<file path="config.mk">
export PLATFORM = sky130hd
export DESIGN_NAME = lock_fsm_param
export DESIGN_NICKNAME = d
export VERILOG_FILES = /design/src/rtl/lock_pkg.sv /design/src/rtl/lock_timer.sv /design/src/rtl/lock_fsm_param.sv
export SDC_FILE = /design/constraint.sdc
export NUM_CORES = 1
export LEC_CHECK = 0
export CAP_MARGIN = 20
export CORE_MARGIN = 2
export CORE_UTILIZATION = 30
export DETAILED_ROUTE_END_ITERATION = 12
export DONT_BUFFER_PORTS = 1
export MAX_ROUTING_LAYER = met4
export REMOVE_ABC_BUFFERS = 1
export SLEW_MARGIN = 5
export SYNTH_ARGS = -nofsm -noshare
export SYNTH_HDL_FRONTEND = slang
export SYNTH_SLANG_ARGS = --single-unit
</file>
<file path="constraint.sdc">
create_clock -name clk -period 4.7 [get_ports clk]
set_input_delay 0.705 -clock clk [delete_from_list [all_inputs] [get_ports clk]]
set_output_delay 0.705 -clock clk [all_outputs]
set_load 0.01 [all_outputs]
</file>
<file path="src/rtl/lock_pkg.sv">
// lock_pkg: shared definitions for the parametrised serial combination lock.
//   - lk_state_e : FSM state encodings, also driven onto the state debug port
//   - LK_STATE_W : width of the state encoding
//   - digit_lsb(): bit offset of digit[idx] inside a packed code word, where
//                  digit 0 is the most significant slice
package lock_pkg;

    localparam int LK_STATE_W = 3;

    typedef enum logic [LK_STATE_W-1:0] {
        LK_ENTRY    = 3'd0,
        LK_ERROR    = 3'd1,
        LK_LOCKOUT  = 3'd2,
        LK_UNLOCKED = 3'd3,
        LK_PROGRAM  = 3'd4
    } lk_state_e;

    function automatic int digit_lsb(input int idx, input int n_digits, input int digit_w);
        return (n_digits - 1 - idx) * digit_w;
    endfunction

endpackage

</file>
<file path="src/rtl/lock_timer.sv">
// lock_timer: loadable down-counter with a zero flag.
//   clk, rst_n  : clock, asynchronous active-low reset (count clears to 0)
//   i_load      : load i_load_val (takes priority over i_en)
//   i_load_val  : value loaded when i_load=1
//   i_en        : decrement by one; holds at zero
//   o_zero      : count is zero
module lock_timer #(
    parameter int W = 4
) (
    input  logic         clk,
    input  logic         rst_n,
    input  logic         i_load,
    input  logic [W-1:0] i_load_val,
    input  logic         i_en,
    output logic         o_zero
);

    logic [W-1:0] r_count;

    always_ff @(posedge clk or negedge rst_n) begin
        if (!rst_n) begin
            r_count <= '0;
        end else if (i_load) begin
            r_count <= i_load_val;
        end else if (i_en && (r_count != '0)) begin
            r_count <= r_count - 1'b1;
        end
    end

    assign o_zero = (r_count == '0);

endmodule

</file>
<file path="src/rtl/lock_fsm_param.sv">
// lock_fsm_param: serial combination lock with N_DIGITS digits of DIGIT_W bits.
// A wrong code is only reported after the whole code has been entered, repeated
// failures cause a timed lockout, a stalled partial entry times out, and the
// code can be reprogrammed while unlocked.
//
// Ports:
//   clk, reset   : rising-edge clock, asynchronous active-low reset
//   key_valid    : one-cycle strobe; key_digit is taken on every cycle it is 1.
//                  There is no back-pressure: a strobe arriving in a state that
//                  does not accept digits is dropped.
//   key_digit    : digit value
//   lock_cmd     : relock from UNLOCKED, abort from PROGRAM
//   prog_cmd     : enter PROGRAM from UNLOCKED
//   unlock, error, lockout, prog_mode : state decodes (error is a 1-cycle pulse)
//   digit_count  : digits taken in the current entry/program sequence
//   fail_count   : consecutive failed attempts
//   state        : raw FSM state (debug)
module lock_fsm_param
    import lock_pkg::*;
#(
    parameter int N_DIGITS       = 4,
    parameter int DIGIT_W        = 4,
    parameter logic [N_DIGITS*DIGIT_W-1:0] RESET_CODE = 16'h1234,
    parameter int MAX_TRIES      = 3,
    parameter int LOCKOUT_CYCLES = 16,
    parameter int ENTRY_TIMEOUT  = 32
) (
    input  logic                              clk,
    input  logic                              reset,
    input  logic                              key_valid,
    input  logic [DIGIT_W-1:0]                key_digit,
    input  logic                              lock_cmd,
    input  logic                              prog_cmd,
    output logic                              unlock,
    output logic                              error,
    output logic                              lockout,
    output logic                              prog_mode,
    output logic [$clog2(N_DIGITS+1)-1:0]     digit_count,
    output logic [$clog2(MAX_TRIES+1)-1:0]    fail_count,
    output logic [LK_STATE_W-1:0]             state
);

    localparam int CODE_W = N_DIGITS * DIGIT_W;
    localparam int DC_W   = $clog2(N_DIGITS + 1);
    localparam int FC_W   = $clog2(MAX_TRIES + 1);
    localparam int LT_W   = $clog2(LOCKOUT_CYCLES + 1);
    localparam int ET_W   = (ENTRY_TIMEOUT > 0) ? $clog2(ENTRY_TIMEOUT + 1) : 1;

    localparam logic [DC_W-1:0] LAST_DIGIT = DC_W'(N_DIGITS - 1);
    localparam logic [FC_W-1:0] MAX_FAILS  = FC_W'(MAX_TRIES);
    // Both timers are loaded with (duration - 1) and the FSM acts on the cycle
    // the counter already reads zero, so the zero cycle is the last one counted.
    localparam logic [LT_W-1:0] LOCK_LOAD  = LT_W'(LOCKOUT_CYCLES - 1);
    localparam logic [ET_W-1:0] ENT_LOAD   = ET_W'((ENTRY_TIMEOUT > 0) ? ENTRY_TIMEOUT - 1 : 0);

    lk_state_e          r_state, w_state_n;
    logic [DC_W-1:0]    r_digit_count, w_digit_count_n;
    logic [FC_W-1:0]    r_fail_count, w_fail_count_n;
    logic               r_mismatch, w_mismatch_n;
    logic [CODE_W-1:0]  r_code, w_code_n;
    logic [CODE_W-1:0]  r_shadow, w_shadow_n;

    logic               w_lock_load, w_lock_en, w_lock_zero;
    logic               w_ent_load, w_ent_en, w_ent_zero;
    int                 w_lsb;
    logic               w_hit;
    logic [CODE_W-1:0]  w_shadow_wr;

    assign w_lsb = digit_lsb(int'(r_digit_count), N_DIGITS, DIGIT_W);
    assign w_hit = (key_digit == r_code[w_lsb +: DIGIT_W]);

    // Shadow with the current digit written; committed whole on the last digit
    // so the live code changes in a single edge.
    always_comb begin
        w_shadow_wr = r_shadow;
        w_shadow_wr[w_lsb +: DIGIT_W] = key_digit;
    end

    lock_timer #(.W(LT_W)) u_lock_timer (
        .clk        (clk),
        .rst_n      (reset),
        .i_load     (w_lock_load),
        .i_load_val (LOCK_LOAD),
        .i_en       (w_lock_en),
        .o_zero     (w_lock_zero)
    );

    lock_timer #(.W(ET_W)) u_entry_timer (
        .clk        (clk),
        .rst_n      (reset),
        .i_load     (w_ent_load),
        .i_load_val (ENT_LOAD),
        .i_en       (w_ent_en),
        .o_zero     (w_ent_zero)
    );

    always_ff @(posedge clk or negedge reset) begin
        if (!reset) begin
            r_state       <= LK_ENTRY;
            r_digit_count <= '0;
            r_fail_count  <= '0;
            r_mismatch    <= 1'b0;
            r_code        <= RESET_CODE;
            r_shadow      <= '0;
        end else begin
            r_state       <= w_state_n;
            r_digit_count <= w_digit_count_n;
            r_fail_count  <= w_fail_count_n;
            r_mismatch    <= w_mismatch_n;
            r_code        <= w_code_n;
            r_shadow      <= w_shadow_n;
        end
    end

    always_comb begin
        w_state_n       = r_state;
        w_digit_count_n = r_digit_count;
        w_fail_count_n  = r_fail_count;
        w_mismatch_n    = r_mismatch;
        w_code_n        = r_code;
        w_shadow_n      = r_shadow;
        w_lock_load     = 1'b0;
        w_lock_en       = 1'b0;
        w_ent_load      = 1'b0;
        w_ent_en        = 1'b0;

        case (r_state)
            LK_ENTRY: begin
                if (key_valid) begin
                    w_ent_load = 1'b1;
                    if (r_digit_count == LAST_DIGIT) begin
                        w_digit_count_n = '0;
                        w_mismatch_n    = 1'b0;
                        if (!r_mismatch && w_hit) begin
                            w_state_n      = LK_UNLOCKED;
                            w_fail_count_n = '0;
                        end else begin
                            w_state_n = LK_ERROR;
                        end
                    end else begin
                        w_digit_count_n = r_digit_count + 1'b1;
                        if (!w_hit) begin
                            w_mismatch_n = 1'b1;
                        end
                    end
                end else if ((ENTRY_TIMEOUT > 0) && (r_digit_count != '0)) begin
                    // Silent discard of a stalled entry; not counted as a failure.
                    if (w_ent_zero) begin
                        w_digit_count_n = '0;
                        w_mismatch_n    = 1'b0;
                    end else begin
                        w_ent_en = 1'b1;
                    end
                end
            end

            LK_ERROR: begin
                w_fail_count_n = (r_fail_count >= MAX_FAILS) ? MAX_FAILS : r_fail_count + 1'b1;
                if (w_fail_count_n == MAX_FAILS) begin
                    w_state_n   = LK_LOCKOUT;
                    w_lock_load = 1'b1;
                end else begin
                    w_state_n = LK_ENTRY;
                end
            end

            LK_LOCKOUT: begin
                if (w_lock_zero) begin
                    w_state_n      = LK_ENTRY;
                    w_fail_count_n = '0;
                end else begin
                    w_lock_en = 1'b1;
                end
            end

            LK_UNLOCKED: begin
                if (lock_cmd) begin
                    w_state_n = LK_ENTRY;
                end else if (prog_cmd) begin
                    w_state_n       = LK_PROGRAM;
                    w_digit_count_n = '0;
                end
            end

            LK_PROGRAM: begin
                // Abort beats a simultaneous final digit: the code stays as it was.
                if (lock_cmd) begin
                    w_state_n       = LK_ENTRY;
                    w_digit_count_n = '0;
                end else if (key_valid) begin
                    w_shadow_n = w_shadow_wr;
                    if (r_digit_count == LAST_DIGIT) begin
                        w_code_n        = w_shadow_wr;
                        w_digit_count_n = '0;
                        w_state_n       = LK_UNLOCKED;
                    end else begin
                        w_digit_count_n = r_digit_count + 1'b1;
                    end
                end
            end

            default: begin
                w_state_n       = LK_ENTRY;
                w_digit_count_n = '0;
                w_mismatch_n    = 1'b0;
            end
        endcase
    end

    assign unlock      = (r_state == LK_UNLOCKED);
    assign error       = (r_state == LK_ERROR);
    assign lockout     = (r_state == LK_LOCKOUT);
    assign prog_mode   = (r_state == LK_PROGRAM);
    assign digit_count = r_digit_count;
    assign fail_count  = r_fail_count;
    assign state       = r_state;

endmodule

</file>
==> results by group <==
Timing
  – Setup TNS: 0 ns
  – Slew Viols, Final: 0
  – Period minus WS final: 2.762 ns
  – F_max: 0.3621 GHz
  – Worst rel slew slack: between 40% and 50%
  – Hold Fails Final Rpt: 0
  – Final setup fails: 0
  – Worst-margin pin slew: 0.8713 ns
  – Clock Skew: 0.01260 ns
  – RSZ-0062 raised after global routing: false
  – Period utilization: between 50% and 60%

Routing
  – Initial drt markers: 71
  – Detailed Route WL: 5992 microns
  – Vias/cell: 4.902
  – Total number of vias: 2049
  – WL per Instance: roughly 14 microns
  – Drt drc: 0
  – First-pass DRT Iterations: 4
  – Post-route ant nets: 0

Finish
  – Nets: 304
  – Ant diodes: 0
  – Share of cells above drive strength 1: 14.04%
  – Post-route cell area: 3173 sq um
  – Area Overhead vs Synth: 7.915%

Global route
  – Vias in the first global route: 2073
  – Total GRT Usage: 12.36%
  – First-pass GRT wire length: a little over 10000 microns
  – Largest net degree at the start of global routing: 53
  – Initial antenna violation count: 0
  – Grt ovf: 0

Critical path
  – CP endpoint kind: register
  – CP required: slightly below 5 ns
  – Worst reg2reg path depth: 7
  – CP max FO: 16
  – Kind of critical path: register to register
  – CP arrival: between 2 and 3 ns
  – Crit start category: register

Outcome
  – Status: completed

Floorplanning
  – Initial core utilization: 30.50%
  – Die Y: 103 microns
  – Die area: ~11000 sq um
  – I/O pin cnt: 21
  – # rows: 36
  – Core area: 9639 sq um
  – Die W: ~100 microns

CTS
  – Clk root buf: clkbuf_8
  – CTS hold repair buffers: 0
  – Clock latency on the worst-skew pair: 0.31 ns
  – Post CTS Setup Buffer Count: 0
  – Clock sink count: 52
  – CTS tree: done
  – Worst-case clock buffer depth: 2
  – CTS resizes: 0
  – H-tree depth: 2
  – Reg clk slew, reported paths: about 0.1 ns
  – Clock buffer count from CTS: 5

Power and ir drop
  – Max VDD drop: 0.2312 mV
  – Pleak: 1.416 nW
  – Clock power frac: a little under a quarter
  – Seq pwr share: between 40% and 50%
  – Int Power: 845.5 uW
  – Switching part of the total: 35.54%
  – Combinational Power Share: ~31%
  – Psw: 466.1 uW
  – Pwr Density: 413.3 nW/um^2

Yosys
  – Synth area leaders: dfrtp_1 40%, mux2i_1 8.9%, mux2_2 6.9%
  – Post-synth top cells: 47 x dfrtp_1, 37 x nand2_1, 26 x mux2i_1
  – Yosys top cell by area: dfrtp_1
  – Post-Syn Instances: 287
  – Synth Flop Type: dfrtp_1
  – Most numerous cell in the Yosys netlist: dfrtp_1
  – Cell Area, Synth: 2940 sq um
  – Number of enable flip-flop cells after synthesis: 0
  – Syn Area/Cell: 10.25 sq um
  – Synth async-reset ratio: 100.0%
  – Post-synthesis sequential area ratio: ~44%
  – Warnings, synthesis: 0
  – Cell variety after synth: 49
  – Seq cells post-synth: 52
  – Synth top area share: between 40% and 50%

Min path
  – Min-delay worst type: input pin to asynchronous set/reset pin

Placement
  – Detailed Place HPWL: 4292 microns
  – RePlAce Congestion: 0.7851
  – Placed Instance Area: 3062 sq um
  – Input/output buffers: 0

Flow run
  – Max Cap Viol: 0
-- final timing paths --
path,start,slack [ns],to
worst max-delay path,digit_count[0]$_DFFE_PN0P_,1.94,r_shadow[9]$_DFFE_PN0P_
worst min-delay path,reset,0.07,r_shadow[2]$_DFFE_PN0P_
worst max register to register,digit_count[0]$_DFFE_PN0P_,1.94,r_shadow[9]$_DFFE_PN0P_
worst min register to register,r_code[5]$_DFFE_PN1P_,0.49,r_code[5]$_DFFE_PN1P_
max in group asynchronous,reset,4.44,r_code[5]$_DFFE_PN1P_
min in group clk,lock_cmd,0.45,state[2]$_DFFE_PN0P_
-- per-stage QoR --
stage               std cells  utilization, %  total power [mW]  worst slack (ns)  hold WS [ns]
global route              418           32.92             1.401             1.742       0.05479
CTS                       418           32.92             1.325             1.946       0.06342
detailed placement        410           31.76             1.011             1.959        0.4107
global placement          410           31.76            0.9981             2.064        0.4108
finish                    418           32.92             1.312             1.938       0.07474
floorplan                 277               -            0.9190             2.270        0.4094
-- cell usage in the layout (no fill, tap or decap), types with 3 or more instances in the layout --
cell type  instances
dfrtp_1           47
nand2_1           37
mux2i_1           26
o21ai_0           22
inv_1             18
mux2_2            18
ha_1              11
a21oi_1           10
nor2_1             9
nor2b_1            8
xor2_1             7
nand3_1            5
clkbuf_8           5
dfstp_2            5
nor3b_1            4
nor3_1             4
and3_1             4
o22ai_1            4
a31oi_1            3
xnor2_1            3
-- power by group through the flow --
stage,clock network [mW],registers [mW],logic [mW]
after floorplan,0,0.576,0.343
after global placement,0,0.598,0.400
after detailed placement,0,0.599,0.412
after CTS,0.320,0.591,0.414
after global routing,0.338,0.605,0.458
final,0.309,0.593,0.410
-- registers in the layout (all words and copies together) (netlist names) --
register / count
fail_count: 2
u_entry_timer.r_count: 6
digit_count: 3
r_shadow: 16
r_mismatch: 1
state: 3
r_code: 16
u_lock_timer.r_count: 5
-- final cells by class --
cell class | instances | area [sq um]
Tap cell | 133 | 166.4
Fill cell | 1015 | 6466
Multi-Input combinational cell | 207 | 1520
Clock inverter | 3 | 42.54
Clock buffer | 5 | 68.82
Inverter | 18 | 67.56
Sequential cell | 52 | 1308
-- cell families (layout without fill, tap and decap cells) --
| kind of cell | count (synthesis) | after routing | synth area share [%] |
|---|---|---|---|
| AND/OR/NAND/NOR | 90 | 90 | 17.40 |
| AO/OA/AOI/OAI | 52 | 52 | 10.89 |
| flip-flops | 52 | 52 | 44.47 |
| XOR/XNOR | 10 | 10 | 2.979 |
| buffers and inverters | 28 | 26 | 3.830 |
| adder cells (fa/ha/maj) | 11 | 11 | 4.681 |
| multiplexers | 44 | 44 | 15.74 |
-- metal layers --
layer  GRT usage (%)  vias to the layer above  wire [microns]
met2           18.83                       36            2651
met3           3.119                        6             274
met5               -                        -               0
met4           2.227                        0              34
li1                -                     1002               -
met1           16.86                     1005            3032
-- worst max-delay path, cell delays in order, from the launching register on --
cell	delay, ns
dfrtp_1	0.85
ha_1	0.29
inv_1	0.07
ha_1	0.33
nor2b_1	0.19
nand4b_1	0.31
nand2b_1	0.33
mux2_2	0.30
Power figures use the tool's default switching activity.
